==> config.mk <==
export PLATFORM = sky130hd
export DESIGN_NAME = axi4lite_master_q
export DESIGN_NICKNAME = d
export VERILOG_FILES = /design/src/rtl/axi4lite_pkg.sv /design/src/rtl/axi4lite_watchdog.sv /design/src/rtl/axi4lite_master_q.sv
export SDC_FILE = /design/constraint.sdc
export NUM_CORES = 1
export LEC_CHECK = 0
export CAP_MARGIN = 20
export CORE_AREA = 5 5 113 115
export DETAILED_ROUTE_END_ITERATION = 8
export DIE_AREA = 0 0 118 120
export DONT_BUFFER_PORTS = 1
export PLACE_DENSITY = 0.79
export SYNTH_ARGS = -nofsm -noshare
export SYNTH_HDL_FRONTEND = slang
export SYNTH_SLANG_ARGS = --single-unit
==> constraint.sdc <==
create_clock -name m_axi_aclk -period 3.6 [get_ports m_axi_aclk]
set_clock_uncertainty 0.1 [all_clocks]
set_input_delay 0.72 -clock m_axi_aclk [delete_from_list [all_inputs] [get_ports m_axi_aclk]]
set_output_delay 0.72 -clock m_axi_aclk [all_outputs]
set_load 0.02 [all_outputs]
==> src/rtl/axi4lite_pkg.sv <==
// ----------------------------------------------------------------------------
// axi4lite_pkg : shared FSM encodings and AXI response/protection constants
// Rev 1.0
// ----------------------------------------------------------------------------
`default_nettype none

package axi4lite_pkg;

  typedef enum logic [1:0] {
    W_IDLE = 2'd0,
    W_XFER = 2'd1,
    W_RESP = 2'd2
  } wr_state_e;

  typedef enum logic [1:0] {
    R_IDLE = 2'd0,
    R_ADDR = 2'd1,
    R_DATA = 2'd2
  } rd_state_e;

  localparam logic [1:0] OKAY   = 2'b00;
  localparam logic [1:0] EXOKAY = 2'b01;
  localparam logic [1:0] SLVERR = 2'b10;
  localparam logic [1:0] DECERR = 2'b11;

  localparam logic [2:0] PROT_DEFAULT = 3'b000;

endpackage

`default_nettype wire

==> src/rtl/axi4lite_watchdog.sv <==
// ----------------------------------------------------------------------------
// axi4lite_watchdog : per-transaction cycle counter with a single timeout pulse
// Rev 1.0
// ----------------------------------------------------------------------------
`default_nettype none

module axi4lite_watchdog #(
  parameter int unsigned C_TIMEOUT_CYCLES = 1024
) (
  input  logic clk,
  input  logic rst_n,
  input  logic clr,
  input  logic run,
  output logic timeout_pulse
);

  generate
    if (C_TIMEOUT_CYCLES == 0) begin : g_off
      logic w_unused;
      assign w_unused      = &{1'b0, clk, rst_n, clr, run};
      assign timeout_pulse = 1'b0;
    end else begin : g_on
      localparam int unsigned C_CLOG = $clog2(C_TIMEOUT_CYCLES + 1);
      localparam int unsigned C_CNT_W = (C_CLOG > 16) ? C_CLOG : 16;
      localparam logic [C_CNT_W-1:0] C_LIMIT = C_CNT_W'(C_TIMEOUT_CYCLES);

      logic [C_CNT_W-1:0] r_cnt;
      logic               r_pulse;

      // Saturating at the limit is what guarantees one pulse per transaction.
      always_ff @(posedge clk) begin
        if (!rst_n) begin
          r_cnt   <= '0;
          r_pulse <= 1'b0;
        end else begin
          r_pulse <= 1'b0;
          if (clr) begin
            r_cnt <= '0;
          end else if (run && (r_cnt != C_LIMIT)) begin
            r_cnt   <= r_cnt + 1'b1;
            r_pulse <= (r_cnt == (C_LIMIT - 1'b1));
          end
        end
      end

      assign timeout_pulse = r_pulse;
    end
  endgenerate

endmodule

`default_nettype wire

==> src/rtl/axi4lite_master_q.sv <==
// ----------------------------------------------------------------------------
// axi4lite_master_q : queued-command AXI4-Lite master, independent read/write
// Rev 1.0
// ----------------------------------------------------------------------------
`default_nettype none

module axi4lite_master_q
  import axi4lite_pkg::*;
#(
  parameter int unsigned C_M_AXI_ADDR_WIDTH = 32,
  parameter int unsigned C_M_AXI_DATA_WIDTH = 32,
  parameter int unsigned C_TIMEOUT_CYCLES   = 1024,
  parameter logic [2:0]  C_AXI_PROT         = PROT_DEFAULT
) (
  input  logic                              m_axi_aclk,
  input  logic                              m_axi_aresetn,
  input  logic                              wr_req_valid,
  output logic                              wr_req_ready,
  input  logic [C_M_AXI_ADDR_WIDTH-1:0]     wr_req_addr,
  input  logic [C_M_AXI_DATA_WIDTH-1:0]     wr_req_data,
  input  logic [C_M_AXI_DATA_WIDTH/8-1:0]   wr_req_strb,
  output logic                              wr_rsp_valid,
  output logic [1:0]                        wr_rsp_resp,
  output logic                              wr_timeout,
  input  logic                              rd_req_valid,
  output logic                              rd_req_ready,
  input  logic [C_M_AXI_ADDR_WIDTH-1:0]     rd_req_addr,
  output logic                              rd_rsp_valid,
  output logic [C_M_AXI_DATA_WIDTH-1:0]     rd_rsp_data,
  output logic [1:0]                        rd_rsp_resp,
  output logic                              rd_timeout,
  output logic [C_M_AXI_ADDR_WIDTH-1:0]     M_AXI_AWADDR,
  output logic [2:0]                        M_AXI_AWPROT,
  output logic                              M_AXI_AWVALID,
  input  logic                              M_AXI_AWREADY,
  output logic [C_M_AXI_DATA_WIDTH-1:0]     M_AXI_WDATA,
  output logic [C_M_AXI_DATA_WIDTH/8-1:0]   M_AXI_WSTRB,
  output logic                              M_AXI_WVALID,
  input  logic                              M_AXI_WREADY,
  input  logic [1:0]                        M_AXI_BRESP,
  input  logic                              M_AXI_BVALID,
  output logic                              M_AXI_BREADY,
  output logic [C_M_AXI_ADDR_WIDTH-1:0]     M_AXI_ARADDR,
  output logic [2:0]                        M_AXI_ARPROT,
  output logic                              M_AXI_ARVALID,
  input  logic                              M_AXI_ARREADY,
  input  logic [C_M_AXI_DATA_WIDTH-1:0]     M_AXI_RDATA,
  input  logic [1:0]                        M_AXI_RRESP,
  input  logic                              M_AXI_RVALID,
  output logic                              M_AXI_RREADY
);

  localparam int unsigned C_STRB_WIDTH = C_M_AXI_DATA_WIDTH / 8;

  wr_state_e                       r_w_state;
  logic                            r_awvalid;
  logic                            r_wvalid;
  logic                            r_bready;
  logic [C_M_AXI_ADDR_WIDTH-1:0]   r_awaddr;
  logic [C_M_AXI_DATA_WIDTH-1:0]   r_wdata;
  logic [C_STRB_WIDTH-1:0]         r_wstrb;
  logic                            r_wr_rsp_valid;
  logic [1:0]                      r_wr_rsp_resp;

  rd_state_e                       r_r_state;
  logic                            r_arvalid;
  logic                            r_rready;
  logic [C_M_AXI_ADDR_WIDTH-1:0]   r_araddr;
  logic                            r_rd_rsp_valid;
  logic [C_M_AXI_DATA_WIDTH-1:0]   r_rd_rsp_data;
  logic [1:0]                      r_rd_rsp_resp;

  logic w_wr_accept;
  logic w_rd_accept;

  assign w_wr_accept = (r_w_state == W_IDLE) && wr_req_valid;
  assign w_rd_accept = (r_r_state == R_IDLE) && rd_req_valid;

  // AW and W retire independently; BREADY rises once both have handshaked.
  always_ff @(posedge m_axi_aclk) begin
    if (!m_axi_aresetn) begin
      r_w_state      <= W_IDLE;
      r_awvalid      <= 1'b0;
      r_wvalid       <= 1'b0;
      r_bready       <= 1'b0;
      r_awaddr       <= '0;
      r_wdata        <= '0;
      r_wstrb        <= '0;
      r_wr_rsp_valid <= 1'b0;
      r_wr_rsp_resp  <= OKAY;
    end else begin
      r_wr_rsp_valid <= 1'b0;
      case (r_w_state)
        W_IDLE: begin
          if (wr_req_valid) begin
            r_awaddr  <= wr_req_addr;
            r_wdata   <= wr_req_data;
            r_wstrb   <= wr_req_strb;
            r_awvalid <= 1'b1;
            r_wvalid  <= 1'b1;
            r_w_state <= W_XFER;
          end
        end
        W_XFER: begin
          if (r_awvalid && M_AXI_AWREADY) r_awvalid <= 1'b0;
          if (r_wvalid && M_AXI_WREADY)   r_wvalid  <= 1'b0;
          if ((!r_awvalid || M_AXI_AWREADY) && (!r_wvalid || M_AXI_WREADY)) begin
            r_bready  <= 1'b1;
            r_w_state <= W_RESP;
          end
        end
        W_RESP: begin
          if (M_AXI_BVALID) begin
            r_bready       <= 1'b0;
            r_wr_rsp_valid <= 1'b1;
            r_wr_rsp_resp  <= M_AXI_BRESP;
            r_w_state      <= W_IDLE;
          end
        end
        default: r_w_state <= W_IDLE;
      endcase
    end
  end

  always_ff @(posedge m_axi_aclk) begin
    if (!m_axi_aresetn) begin
      r_r_state      <= R_IDLE;
      r_arvalid      <= 1'b0;
      r_rready       <= 1'b0;
      r_araddr       <= '0;
      r_rd_rsp_valid <= 1'b0;
      r_rd_rsp_data  <= '0;
      r_rd_rsp_resp  <= OKAY;
    end else begin
      r_rd_rsp_valid <= 1'b0;
      case (r_r_state)
        R_IDLE: begin
          if (rd_req_valid) begin
            r_araddr  <= rd_req_addr;
            r_arvalid <= 1'b1;
            r_r_state <= R_ADDR;
          end
        end
        R_ADDR: begin
          if (M_AXI_ARREADY) begin
            r_arvalid <= 1'b0;
            r_rready  <= 1'b1;
            r_r_state <= R_DATA;
          end
        end
        R_DATA: begin
          if (M_AXI_RVALID) begin
            r_rready       <= 1'b0;
            r_rd_rsp_valid <= 1'b1;
            r_rd_rsp_data  <= M_AXI_RDATA;
            r_rd_rsp_resp  <= M_AXI_RRESP;
            r_r_state      <= R_IDLE;
          end
        end
        default: r_r_state <= R_IDLE;
      endcase
    end
  end

  axi4lite_watchdog #(
    .C_TIMEOUT_CYCLES (C_TIMEOUT_CYCLES)
  ) u_wr_wdog (
    .clk           (m_axi_aclk),
    .rst_n         (m_axi_aresetn),
    .clr           (w_wr_accept),
    .run           (r_w_state != W_IDLE),
    .timeout_pulse (wr_timeout)
  );

  axi4lite_watchdog #(
    .C_TIMEOUT_CYCLES (C_TIMEOUT_CYCLES)
  ) u_rd_wdog (
    .clk           (m_axi_aclk),
    .rst_n         (m_axi_aresetn),
    .clr           (w_rd_accept),
    .run           (r_r_state != R_IDLE),
    .timeout_pulse (rd_timeout)
  );

  assign wr_req_ready  = (r_w_state == W_IDLE);
  assign wr_rsp_valid  = r_wr_rsp_valid;
  assign wr_rsp_resp   = r_wr_rsp_resp;
  assign rd_req_ready  = (r_r_state == R_IDLE);
  assign rd_rsp_valid  = r_rd_rsp_valid;
  assign rd_rsp_data   = r_rd_rsp_data;
  assign rd_rsp_resp   = r_rd_rsp_resp;

  assign M_AXI_AWADDR  = r_awaddr;
  assign M_AXI_AWPROT  = C_AXI_PROT;
  assign M_AXI_AWVALID = r_awvalid;
  assign M_AXI_WDATA   = r_wdata;
  assign M_AXI_WSTRB   = r_wstrb;
  assign M_AXI_WVALID  = r_wvalid;
  assign M_AXI_BREADY  = r_bready;
  assign M_AXI_ARADDR  = r_araddr;
  assign M_AXI_ARPROT  = C_AXI_PROT;
  assign M_AXI_ARVALID = r_arvalid;
  assign M_AXI_RREADY  = r_rready;

endmodule

`default_nettype wire

==> metrics.cfg <==
[place]
port_buffers=0
hpwl_um=13490
place_ws_ns=0.8403
globalplace.congestion=0.8499

[critical_path]
cp_slowest_cell=dfxtp_1
startpoint_type=flip-flop
cp_top_family=simple AND/OR/NAND/NOR gates
critical_path_required_ns=3.84
cp_max_fo=69
crit_chain=or3b_2 > buf_4 > nand2_1 > or4_1 > o21ai_0
critical-path-max-stage-delay_ns=0.59
critical_path_class=reg2reg
worstSetupEndpointType=flip-flop
cp.arrival_ns=2.91
critPathBufInv=1

[synthesis]
yosysSeqAreaShare_pct=49.76
synth_top_area_share_pct=49.76
syn_avg_cell_area_um2=8.360
synth_edf_count=0
ys_warn_count=0
synthCells=871
synth_area_leaders=dfxtp_1 (50%), nand2_1 (15%), a21boi_0 (14%)
synth.most_common_cell=nand2_1
async_flop_share_pct=0
synth_top_area_cell=dfxtp_1
synthesis.area_um2=7282
ys_dominant_reg_cell=dfxtp_1
ys_top_cells_by_count=nand2_1 (289), dfxtp_1 (181), a21boi_0 (132), clkbuf_1 (42)
synth-seq-cells=181
yosysUniqueCellTypes=45

[power_and_ir_drop]
ir_worst_vdd_v=0.0003928
clkPwrFrac_pct=42.0
internal-power_w=0.003292
p_seq_share_pct=52.2
powerDensity_nw_per_um2=564.1
swShare_pct=24.96
leakage_nw=2.747
power.switching_w=0.001095
combPwrFrac_pct=5.8

[sta]
setup_violations=0
hold_violations=0
fmax_mhz=374.0
relSlewSlack_pct=29.80
tns_ns=0
min_period_over_period_pct=74.28
tightest_slew_ns=1.053
timing.final.crit_period_ns=2.674
grt_setup_unrepaired=no
drv_slew=0
worst_slack_ns=0.9261

[clock_tree]
numClockSinks=181
ctsResizeCount=0
clock_latency_ns=0.42
cts-root-buf=clkbuf_16
cts_buffer_depth=2
hold_buffers=0
cts-htree-levels=4
cts_buffers=17
cts_tree=built
clkTransAtPathRegs_ns=0.06
cts_setup_buffers=0

[final_layout]
nets=980
antenna_cells=0
syn_to_final_growth_pct=6.804
drive_above_1_share_pct=4.864
fillerInstances=956

[global_route]
grt_pass1_vias=5740
gr-usage-all-layers_pct=25.61
grt_overflow=0
grt_max_degree=154
grt_pass1_wl_um=29540
grt_antenna_before_repair=0

[detailed_routing]
wire_per_inst_um=18.91
post-route-drc-count=0
avgViaCountPerCell=5.880
dr_total_vias=5821
drt_iter0_drc=431
ant_nets=0
first_pass_iters=5
wl_um=18720

[floorplanning]
rows=40
io_pins=298
die_h_um=120
dieArea_um2=14160
initial_utilization_pct=62.18
core_um2=11710
dieWidth_um=118

[worst_hold_path]
worstHoldPathType=in2reg

[status]
status=completed

[flow_run]
cap_viol_max_count=0

[stage by stage]
stage	hold WS, ns	instance area, um2	total power [W]	instances	util (%)
2_1_floorplan	0.3441	7301	0.002548	876	-
3_3_place_gp	0.3596	7194	0.002570	959	61.43
3_5_place_dp	0.3704	7194	0.002590	959	61.43
4_1_cts	0.3209	7777	0.004408	990	66.41
5_1_grt	0.3180	7777	0.004552	990	66.41
6_report	0.3289	7777	0.004388	990	66.41
[registers in the layout, summed over array words and instances (netlist names)]
name                     count
rd_rsp_data                 32
rd_rsp_resp                  2
M_AXI_ARADDR                32
u_rd_wdog.timeout_pulse      1
u_wr_wdog.g_on.r_cnt        16
M_AXI_BREADY                 1
u_rd_wdog.g_on.r_cnt        16
M_AXI_AWVALID                1
M_AXI_WVALID                 1
M_AXI_RREADY                 1
wr_rsp_resp                  2
M_AXI_ARVALID                1
M_AXI_WDATA                 32
M_AXI_AWADDR                32
u_wr_wdog.timeout_pulse      1
r_r_state                    2
M_AXI_WSTRB                  4
rd_rsp_valid                 1
r_w_state                    2
wr_rsp_valid                 1
[cell families (layout without fill, tap and decap cells)]
group / count (synthesis) / in the layout / share of synthesized area (%)
adder cells (fa/ha/maj): 4 / 4 / 0.6873
flip-flops: 181 / 181 / 49.76
AO/OA/AOI/OAI: 191 / 191 / 18.59
XOR/XNOR: 13 / 13 / 1.564
AND/OR/NAND/NOR: 402 / 402 / 24.30
multiplexers: 1 / 1 / 0.1375
buffers and inverters: 78 / 45 / 4.914
other: 1 / 6 / 0.05150
[power groups by stage]
stage / logic, W / registers, W / clock network [W]
final: 0.000255 / 0.00229 / 0.00184
after global routing: 0.000293 / 0.00230 / 0.00196
after CTS: 0.000256 / 0.00229 / 0.00186
after detailed placement: 0.000255 / 0.00234 / 0
after global placement: 0.000236 / 0.00233 / 0
after floorplan: 0.000254 / 0.00229 / 0
[final cells by class]
class	count	area, um2	area share [%]
clock buffers	22	454.2	5.840
clock inverters	9	128.9	1.657
multi-input cells	617	3323	42.73
well taps	147	183.9	2.365
repair buffers	3	22.52	0.2896
flip-flops and latches	181	3623	46.59
inverters	11	41.29	0.5309
[path summary, 6_finish.rpt]
| path | startpoint | to | slack (ns) | cells past startpoint |
|---|---|---|---|---|
| worst min-delay path | rd_req_addr[30] | M_AXI_ARADDR[30]$_SDFFE_PN0P_ | 0.33 | 2 |
| worst max-delay path | r_w_state[0]$_SDFFE_PN0P_ | u_wr_wdog.g_on.r_cnt[8]$_SDFFE_PP0P_ | 0.93 | 5 |
| worst min register to register | u_wr_wdog.g_on.r_cnt[15]$_SDFFE_PP0P_ | u_wr_wdog.g_on.r_cnt[15]$_SDFFE_PP0P_ | 0.38 | 2 |
| worst max register to register | r_w_state[0]$_SDFFE_PN0P_ | u_wr_wdog.g_on.r_cnt[8]$_SDFFE_PP0P_ | 0.93 | 5 |
[cell usage in the layout (no fill, tap or decap), types with 2 or more instances in the layout]
cell and instances:
o21a_1 3, inv_2 2, nand3_1 14, nor3b_1 2, or4_1 8, xor2_1 9
and2_1 9, buf_4 3, ha_1 4, clkinvlp_4 2, o21ai_0 23, nor4_1 6
nand2_1 289, or3_1 10, or3b_2 3, bufinv_16 3, a21oi_1 14, and4_1 5
nand4b_1 2, nor2b_1 3, o2111ai_1 2, or2_1 2, nor3_1 7, clkinv_2 3
a21boi_0 132, o31ai_1 2, clkbuf_16 17, conb_1 6, nand4_1 9, nor4b_1 5
o2111a_1 2, o211ai_1 2, xnor2_1 4, nor2_1 22, clkbuf_1 4, a21boi_1 7
dfxtp_1 181, inv_1 9
[metal layers]
metal / GRT usage, % / vias up / routed length, um / share of wire, %
li1: - / 2803 / - / -
met1: 27.69 / 2747 / 6843 / 37
met2: 44.91 / 235 / 9718 / 52
met3: 10.65 / 36 / 1728 / 9.2
met4: 9.247 / 0 / 432 / 2.3
met5: 0 / - / 0 / 0
Note: power is estimated with default switching activity, not from simulation.
